[src/rtl/tqvp_vga_scanout_gen2.sv]
// tqvp_vga_scanout_gen2: packed-VRAM pixel scanout with palette, scroll offset and CPU stall
module tqvp_vga_scanout_gen2 #(
  parameter int PIXEL_COUNT = 320,
  parameter int BPP = 2,
  parameter int IDX_W = 9,
  parameter int DIV_W = 7,
  parameter int ADDR_W = 6
) (
  input  logic              clk,
  input  logic              rst,
  input  logic              reg_wr,
  input  logic [ADDR_W-1:0] reg_addr,
  input  logic [31:0]       reg_wdata,
  input  logic              wait_hblank_req,
  input  logic              wait_frame_req,
  input  logic              new_scanline,
  input  logic              new_frame,
  input  logic              blank,
  input  logic              hsync_in,
  input  logic              vsync_in,
  output logic [5:0]        rgb,
  output logic              hsync_out,
  output logic              vsync_out,
  output logic              row_irq,
  output logic              busy,
  output logic [IDX_W-1:0]  scan_index
);
  localparam int VW = (PIXEL_COUNT * BPP + 31) / 32;
  localparam int PAL_N = 2 ** BPP;
  localparam int PW = PAL_N / 4 > 1 ? PAL_N / 4 : 1;
  localparam int VA_W = VW > 1 ? $clog2(VW) : 1;
  localparam int BI_W = VA_W + 5;
  localparam logic [ADDR_W-1:0] VW_A = ADDR_W'(VW);
  localparam logic [ADDR_W-1:0] PAL_A = ADDR_W'(VW);
  localparam logic [ADDR_W-1:0] CFG0_A = ADDR_W'(VW + PW);
  localparam logic [ADDR_W-1:0] CFG1_A = ADDR_W'(VW + PW + 1);
  localparam logic [IDX_W:0] PC = (IDX_W + 1)'(PIXEL_COUNT);

  typedef enum logic [1:0] {IDLE, WAIT_HB, WAIT_FR, WAIT_VIS} state_t;

  logic [31:0]      vram [2**VA_W];
  logic [5:0]       pal [PAL_N];
  logic [IDX_W-1:0] stride, start_index, idx, row_base, row_next, idx_next;
  logic [DIV_W-1:0] x_div, y_div, px, py;
  logic [BI_W-1:0]  bit_idx;
  logic [31:0]      cur_word;
  logic [BPP-1:0]   pix;
  state_t           state, state_nx;

  function automatic logic [IDX_W-1:0] wrap(input logic [IDX_W:0] a);
    return a >= PC ? IDX_W'(a - PC) : IDX_W'(a);
  endfunction

  // pixel i lives at bit i*BPP of the flat VRAM; BPP in {1,2,4} never straddles a word
  assign bit_idx = BI_W'(idx) * BI_W'(BPP);
  assign cur_word = vram[bit_idx[5 +: VA_W]];
  assign pix = cur_word[bit_idx[4:0] +: BPP];
  assign row_next = wrap({1'b0, row_base} + {1'b0, stride});
  assign idx_next = wrap({1'b0, idx} + (IDX_W + 1)'(1));
  assign scan_index = idx;
  assign busy = state != IDLE;

  // VRAM word writes; contents deliberately left unreset
  always_ff @(posedge clk)
    if (reg_wr && reg_addr < VW_A) vram[reg_addr[VA_W-1:0]] <= reg_wdata;

  // palette and scan configuration registers; out-of-range stride/start collapse to 0
  always_ff @(posedge clk)
    if (rst) begin
      for (int k = 0; k < PAL_N; k++) pal[k] <= k == 0 ? 6'h10 : k == 1 ? 6'h0B : k == 3 ? 6'h3F : 6'h00;
      stride <= IDX_W'(20);
      x_div <= DIV_W'(51);
      y_div <= DIV_W'(1);
      start_index <= '0;
    end else begin
      for (int k = 0; k < PAL_N; k++)
        if (reg_wr && reg_addr == PAL_A + ADDR_W'(k / 4)) pal[k] <= reg_wdata[(k % 4) * 8 +: 6];
      if (reg_wr && reg_addr == CFG0_A) begin
        stride <= {1'b0, reg_wdata[IDX_W-1:0]} >= PC ? '0 : reg_wdata[IDX_W-1:0];
        x_div <= reg_wdata[16 +: DIV_W];
      end
      if (reg_wr && reg_addr == CFG1_A) begin
        y_div <= reg_wdata[DIV_W-1:0];
        start_index <= {1'b0, reg_wdata[16 +: IDX_W]} >= PC ? '0 : reg_wdata[16 +: IDX_W];
      end
    end

  // scan counters: frame start beats line start beats blank beats visible stepping
  always_ff @(posedge clk)
    if (rst) begin
      px <= '0;
      py <= '0;
      idx <= '0;
      row_base <= '0;
      row_irq <= 1'b0;
    end else begin
      row_irq <= 1'b0;
      if (new_frame) begin
        px <= '0;
        py <= '0;
        idx <= start_index;
        row_base <= start_index;
      end else if (new_scanline) begin
        px <= '0;
        if (py == y_div) begin
          py <= '0;
          row_base <= row_next;
          idx <= row_next;
          row_irq <= 1'b1;
        end else begin
          py <= py + 1'b1;
          idx <= row_base;
        end
      end else if (blank) px <= '0;
      else if (px == x_div) begin
        px <= '0;
        idx <= idx_next;
      end else px <= px + 1'b1;
    end

  // colour output and sync delay, both one cycle behind the scan index
  always_ff @(posedge clk)
    if (rst) begin
      rgb <= '0;
      hsync_out <= 1'b0;
      vsync_out <= 1'b0;
    end else begin
      rgb <= blank ? 6'h00 : pal[pix];
      hsync_out <= hsync_in;
      vsync_out <= vsync_in;
    end

  // stall state register
  always_ff @(posedge clk)
    state <= rst ? IDLE : state_nx;

  // a new request always re-arms; otherwise wait for the matching release event
  always_comb begin
    state_nx = state;
    state_nx = wait_hblank_req ? WAIT_HB :
               wait_frame_req ? WAIT_FR :
               (state == WAIT_HB && new_scanline) ? IDLE :
               (state == WAIT_FR && new_frame) ? WAIT_VIS :
               (state == WAIT_VIS && !blank) ? IDLE : state;
  end
endmodule
[config.mk]
export PLATFORM = sky130hd
export DESIGN_NAME = tqvp_vga_scanout_gen2
export DESIGN_NICKNAME = d
export VERILOG_FILES = /design/src/rtl/tqvp_vga_scanout_gen2.sv
export SDC_FILE = /design/constraint.sdc
export NUM_CORES = 1
export LEC_CHECK = 0
export BUFFER_PORTS_ARGS = -buffer_cell sky130_fd_sc_hd__buf_2
export CORE_MARGIN = 2
export CORE_UTILIZATION = 25
export DETAILED_ROUTE_END_ITERATION = 16
export GPL_TIMING_DRIVEN = 0
export HOLD_SLACK_MARGIN = 0.03
export PLACE_DENSITY = 0.45
export SYNTH_ARGS = -nofsm -noshare
export SYNTH_HDL_FRONTEND = slang
export SYNTH_SLANG_ARGS = --single-unit
[constraint.sdc]
create_clock -name clk -period 4.34 [get_ports clk]
set_input_delay 0.651 -clock clk [delete_from_list [all_inputs] [get_ports clk]]
set_output_delay 0.651 -clock clk [all_outputs]
set_load 0.03 [all_outputs]
==> results of run 1 <==
cell usage after synthesis, drive strengths merged (2+ instances only):
library cell	n	share of area (%)
a32o	2	0.045
clkbuf	48	0.41
o221ai	8	0.16
ha	17	0.48
a21oi	74	0.84
or3	8	0.11
a211oi	12	0.20
o21bai	3	0.051
o21ai	32	0.36
nand2	93	0.79
mux4	257	13
nand3b	11	0.19
a31oi	3	0.043
and3	8	0.11
o211ai	3	0.051
dfxtp	80	3.6
a221o	2	0.045
mux2i	51	1.2
a211o	5	0.099
mux2	4	0.10
a21o	4	0.068
and3b	2	0.040
buf	64	1.0
nor3	3	0.034
a22oi	55	0.94
xnor2	24	0.48
or2	8	0.11
nor2	104	0.89
nand2b	19	0.27
nor2b	17	0.24
nor3b	3	0.051
inv	11	0.094
nand4	6	0.085
a2111oi	5	0.099
xor2	14	0.28
and2	20	0.28
a22o	13	0.26
nand3	29	0.33
a221oi	12	0.27
edfxtp	1048	71
o32ai	2	0.040
o22ai	19	0.27
o31ai	4	0.068
nor4	2	0.028
power by group through the flow:
stage	clock network [mW]	logic, mW	registers [mW]
after global routing	10.4	0.994	12.4
after global placement	0	0.877	12.6
after floorplan	0	0.422	12.6
after detailed placement	0	0.901	12.6
final	9.71	0.918	12.4
after CTS	9.98	0.922	12.4
repair_timing:
action	4_1_cts	5_1_grt
setup endpoints to repair	6	8
cloned	0	0
resized for setup	67	17
how the worst min path moves through the flow:
stage / startpoint / end / cells after the start
6_report: wait_hblank_req / state[1]$_SDFFE_PP0P_ / 2
5_1_grt: wait_hblank_req / state[1]$_SDFFE_PP0P_ / 2
4_1_cts: wait_hblank_req / state[1]$_SDFFE_PP0P_ / 2
3_5_place_dp: start_index[1]$_SDFFE_PP0P_ / start_index[1]$_SDFFE_PP0P_ / 2
3_3_place_gp: start_index[0]$_SDFFE_PP0P_ / start_index[0]$_SDFFE_PP0P_ / 2
2_1_floorplan: start_index[6]$_SDFFE_PP0P_ / start_index[6]$_SDFFE_PP0P_ / 2
state kept, by name, indices dropped and copies added (netlist names), named ones only:
name / cells
px: 7
state: 2
x_div: 7
stride: 9
start_index: 9
y_div: 7
row_irq: 1
row_base: 9
pal: 24
scan_index: 9
py: 7
vram: 1024
rgb: 6
hsync_out: 1
vsync_out: 1
metal layers:
metal	share of wire, %	vias to the layer above	GRT usage [%]
met5	0.086	-	0
met4	3.1	18	5.18
met3	5.8	204	2.92
met2	47	660	23.4
met1	44	12353	19.6
li1	-	10006	-
cells by family after synthesis:
kind of cell | count (synthesis) | share of synthesized area, %
fa+ha+maj | 18 | 0.528
other cells | 1 | 0.00851
mux | 312 | 14.4
simple gates | 337 | 3.65
xor+xnor | 38 | 0.755
flops | 1128 | 75.1
buf+inv | 123 | 1.55
compound gates | 265 | 4.06
layout by cell type (no fill, tap or decap), types with 17 or more instances in the layout:
cell type,netlist,final
o21ai_0,30,29
clkinv_1,0,24
a21oi_1,74,74
buf_12,1,28
mux2i_1,51,47
and2_1,20,20
clkinv_2,0,27
nor2_1,104,82
conb_1,1,384
clkbuf_1,47,61
mux4_2,257,257
a22oi_1,55,55
buf_2,27,75
nand2b_1,19,19
nor2_4,0,20
xnor2_1,24,24
nor2b_1,17,17
buf_4,18,29
clkbuf_16,0,123
ha_1,17,17
edfxtp_1,1048,1048
nand2_1,93,93
dfxtp_1,80,80
nand3_1,29,29
through the flow:
step | util [%] | total power, mW | TNS, ps
after floorplan | - | 13.0 | 0
after global placement | 27.8 | 13.5 | -1085190
after detailed placement | 28.4 | 13.5 | -7990
after CTS | 30.6 | 23.3 | 0
after global routing | 30.6 | 23.8 | 0
final | 30.6 | 23.0 | 0
layout make-up:
| cell class | instances | area (sq um) | area share (%) |
|---|---|---|---|
| Antenna cell | 11 | 27.5 | 0.0512 |
| Buffer | 110 | 742 | 1.38 |
| Clock buffer | 156 | 3230 | 6.02 |
| Clock inverter | 64 | 433 | 0.806 |
| Inverter | 11 | 41.3 | 0.0769 |
| Multi-Input combinational cell | 1354 | 12100 | 22.5 |
| Sequential cell | 1128 | 33100 | 61.6 |
| Tap cell | 2340 | 2930 | 5.45 |
| Timing Repair Buffer | 104 | 1180 | 2.20 |
critical path: stages, from the launching register on:
cell,delay [ps]
dfxtp_1,320
buf_4,240
buf_4,290
buf_2,420
mux4_2,460
a221oi_1,460
o22ai_1,250
or3_1,390
o22ai_1,260
o41a_2,270
buf_12,170
mux2i_2,330
o22ai_4,170
==> flow_summary.toml, run 1 <==
[run_status]
status = "completed"

[worst_setup_path]
r2r_cells = 12
ff2ff_setup_slack_ps = 100
rr_endpoint = "rgb[4]$_SDFF_PP0_"
crit_path_end = "rgb[4]$_SDFF_PP0_"
crit_path_start_kind = "register"
worstSetupPathType = "register to register"
crit_fanout = 10
endpoint_kind = "register"
required_ps = 4910
critPathArrivalTime_ps = 4810

[timing]
slew_headroom_pct = 27.9
tightestPinTransition_ps = 1070
fin_ws_ps = 102
slew_violations = 0
hold_viol = 0
period_minus_slack_ps = 4240
whs_ps = 107
fmax_mhz = 236
finalSetupViolCount = 0
post-route-period-util_pct = 97.7
skew_ps = 33.6
rsz0062_at_grt = "false"

[global_route]
grt_max_degree = 38
grt-ovfl-total = 0
antenna_found_initial = 26
grt_pass1_vias = 23336
grt_usage_pct = 14.6
grt_pass1_wl_um = 183000

[route]
wire_per_inst_um = 25.0
antenna_left = 0
wirelength_um = 132000
dr.first_iter.drc_count = 2055
viasPerCell = 4.40
drt-pass1-iter-count = 5
drcViolationCount = 0
num_vias = 23241

[floorplan]
chipHeight_um = 424
io_pins = 67
die_x_um = 424
start_util_pct = 25.1
coreArea_sq_um = 176000
dieArea_sq_um = 180000
rows = 154

[synthesis]
syn-cell-area_sq_um = 44100
seq_area_frac_synth_pct = 75.1
synth_cells = 2222
avgSynthCellArea_sq_um = 19.8
synthFlopType = "edfxtp_1"
synth_edf_count = 1048
yosys_register_bits = 1128
async_reset_ff_share_pct = 0
ys.warnings.count = 0
synth_cell_types = 66

[place]
place_congestion = 0.768
hpwl_um = 87000
place_area_sq_um = 49800
port_buffers = 65
dp_slack_ps = -1570
placed_cells = 5049

[clock_network]
clock_tree.htree_level_count = 3
cts.clk_slew.worst_paths_ps = 60
clockBufferDepth = 3
cts_setup_buffers = 0
cts_buffers = 120
insertion_delay_ps = 740
cts-root-buf = "clkbuf_16"
holdBufCountCts = 0
cts.sinks = 1128
cts_tree = "built"

[pwr]
seqPwrFrac_pct = 53.8
combPwrFrac_pct = 4.0
clkPwrFrac_pct = 42.2
p_sw_mw = 4.99
p_leak_nw = 17.5
p_int_mw = 18.0
p_per_area_nw_per_um2 = 428
p_sw_share_pct = 21.7
max-vdd-ir-drop_mv = 0.327

[cells_and_area]
design_area_sq_um = 53700
nNetsFinal = 2895
syn2layout_area_growth_pct = 21.9
drive_above_1_share_pct = 22.9
fillers = 17200
final_cells = 5278

[job]
maxCapViolations = 0

[hold_path]
hp-class = "input pin to register"
Note: power is estimated with default switching activity, not from simulation.
==> run 2: changes to the inputs <==
- RECOVER_POWER: unset -> 25
==> flow_summary.toml, run 2 (synthesized netlist as in run 1, its figures left out) <==
[worst_setup_path]
r2r_cells = 12
slowest_stage = "mux4_2"
required_ps = 4910
crit_path_start_kind = "register"
worstSetupPathType = "register to register"
path_cells = "buf_4, buf_4, buf_2, mux4_2, a221oi_1, o22ai_1, or3_1, o22ai_1, o41a_2, buf_12, mux2i_2, o22ai_4"
endpoint_kind = "register"
ff2ff_setup_slack_ps = 100
crit_family = "compound AO/OA/AOI/OAI gates"
rr_endpoint = "rgb[4]$_SDFF_PP0_"
crit_fanout = 10
cpPeakStageDelay_ps = 460
critPathArrivalTime_ps = 4810
crit_path_end = "rgb[4]$_SDFF_PP0_"
crit_buf_inv = 4
path_depth = 12

[timing]
hold_viol = 0
fin_ws_ps = 103
post-route-period-util_pct = 97.6
finalSetupViolCount = 0
slew_violations = 288
rsz0062_at_grt = "false"
period_minus_slack_ps = 4240
fmax_mhz = 236
skew_ps = 31.8
tightestPinTransition_ps = 1760
slew_headroom_pct = -17.6

[global_route]
gr-usage-met3_pct = 2.92
use_met1_pct = 19.6
grt_pass1_vias = 23336
grt_usage_pct = 14.6
grt_busiest_layer = "met2"
antenna_found_initial = 25
grt-ovfl-total = 0
grt_use_met2_pct = 23.4
grt_max_degree = 38
grt_pass1_wl_um = 183000

[place]
place_congestion = 0.768
hpwl_um = 87000
port_buffers = 65
dp_slack_ps = -1570

[pwr]
finalPower_mw = 23.0
p_per_area_nw_per_um2 = 428
p_sw_mw = 4.99
clkPwrFrac_pct = 42.2
seqPwrFrac_pct = 53.8
p_sw_share_pct = 21.7
p_int_mw = 18.0
combPwrFrac_pct = 4.0
p_leak_nw = 17.4
max-vdd-ir-drop_mv = 0.325

[floorplan]
io_pins = 67
coreArea_sq_um = 176000
rows = 154
dieArea_sq_um = 180000
start_util_pct = 25.1
die_x_um = 424
chipHeight_um = 424

[cells_and_area]
final_cell_mix = "1,048 x edfxtp_1, 384 x conb_1, 257 x mux4_2"
utilization_pct = 30.6
drive_above_1_share_pct = 22.3
fillers = 17197
largest_reg_flops = 1024
mostFrequentLayoutCell = "edfxtp_1"
syn2layout_area_growth_pct = 21.9
nNetsFinal = 2895

[route]
num_vias = 23238
viasPerCell = 4.40
antenna_left = 0
wire_per_inst_um = 25.0
wirelength_um = 132000
dr.first_iter.drc_count = 2040
drcViolationCount = 0
drt-pass1-iter-count = 5

[clock_network]
clockBufferDepth = 3
cts_tree = "built"
clock_tree.htree_level_count = 3
cts_setup_buffers = 0
holdBufCountCts = 0
insertion_delay_ps = 740
cts_buffers = 120
cts.sinks = 1128
cts-root-buf = "clkbuf_16"
cts.clk_slew.worst_paths_ps = 60

[run_status]
violations = "capacitance limit, slew limit"
status = "finished with violations"

[job]
maxCapViolations = 9

[hold_path]
hp-class = "input pin to register"
## run 2: changes by cell type in the layout (fill, tap and decap cells not counted)
cell | before | now
clkbuf_1 | 61 | 78
buf_2 | 75 | 58
## run 2: per-stage QoR
step                setup TNS, ps  std cells  hold slack, ps  cell area [sq um]
global route                    0       5273            81.2              53700
CTS                             0       5268            53.8              53700
finish                          0       5278             107              53700
global placement         -1085190       5010             450              48800
floorplan                       0       2605             430              45500
detailed placement          -7990       5049             455              49800
## run 2: power by group through the flow
stage               registers [mW]  clock network (mW)  logic, mW
detailed placement            12.6                   0      0.901
CTS                           12.4                9.98      0.922
global placement              12.6                   0      0.877
global route                  12.4                10.4      0.991
finish                        12.4                9.72      0.914
floorplan                     12.6                   0      0.422
## run 2: metal layers
metal	share of wire [%]	routed length, um
met1	43	56600
met2	47	62300
met3	6.6	8660
met4	3.1	4130
met5	0.087	114
## run 2: cell type report
type	instances	area, sq um	area share, %
antenna	11	27.5	0.0513
buffer	110	742	1.38
clock buffer	156	3230	6.02
clock inverter	64	433	0.806
inverter	11	41.3	0.0769
multi-input combinational	1354	12100	22.5
sequential	1128	33100	61.6
tap	2340	2930	5.45
timing repair buffer	104	1160	2.16
## run 2: worst min path at each step
stage                                      startpoint                          end  slack (ps)  cells past startpoint
after global placement    start_index[0]$_SDFFE_PP0P_  start_index[0]$_SDFFE_PP0P_         450                      2
after global routing                  wait_hblank_req        state[1]$_SDFFE_PP0P_          80                      2
after CTS                             wait_hblank_req        state[1]$_SDFFE_PP0P_          50                      2
after detailed placement  start_index[1]$_SDFFE_PP0P_  start_index[1]$_SDFFE_PP0P_         450                      2
after floorplan           start_index[6]$_SDFFE_PP0P_  start_index[6]$_SDFFE_PP0P_         430                      2
final                                 wait_hblank_req        state[1]$_SDFFE_PP0P_         110                      2
## run 2: what timing repair did
| item | in CTS | in global routing |
|---|---|---|
| endpoints found under the hold margin | 0 | 0 |
| pin swaps | 0 | 0 |
| gates cloned | 0 | 0 |
| setup endpoints to repair | 6 | 8 |
| resized for setup | 67 | 17 |
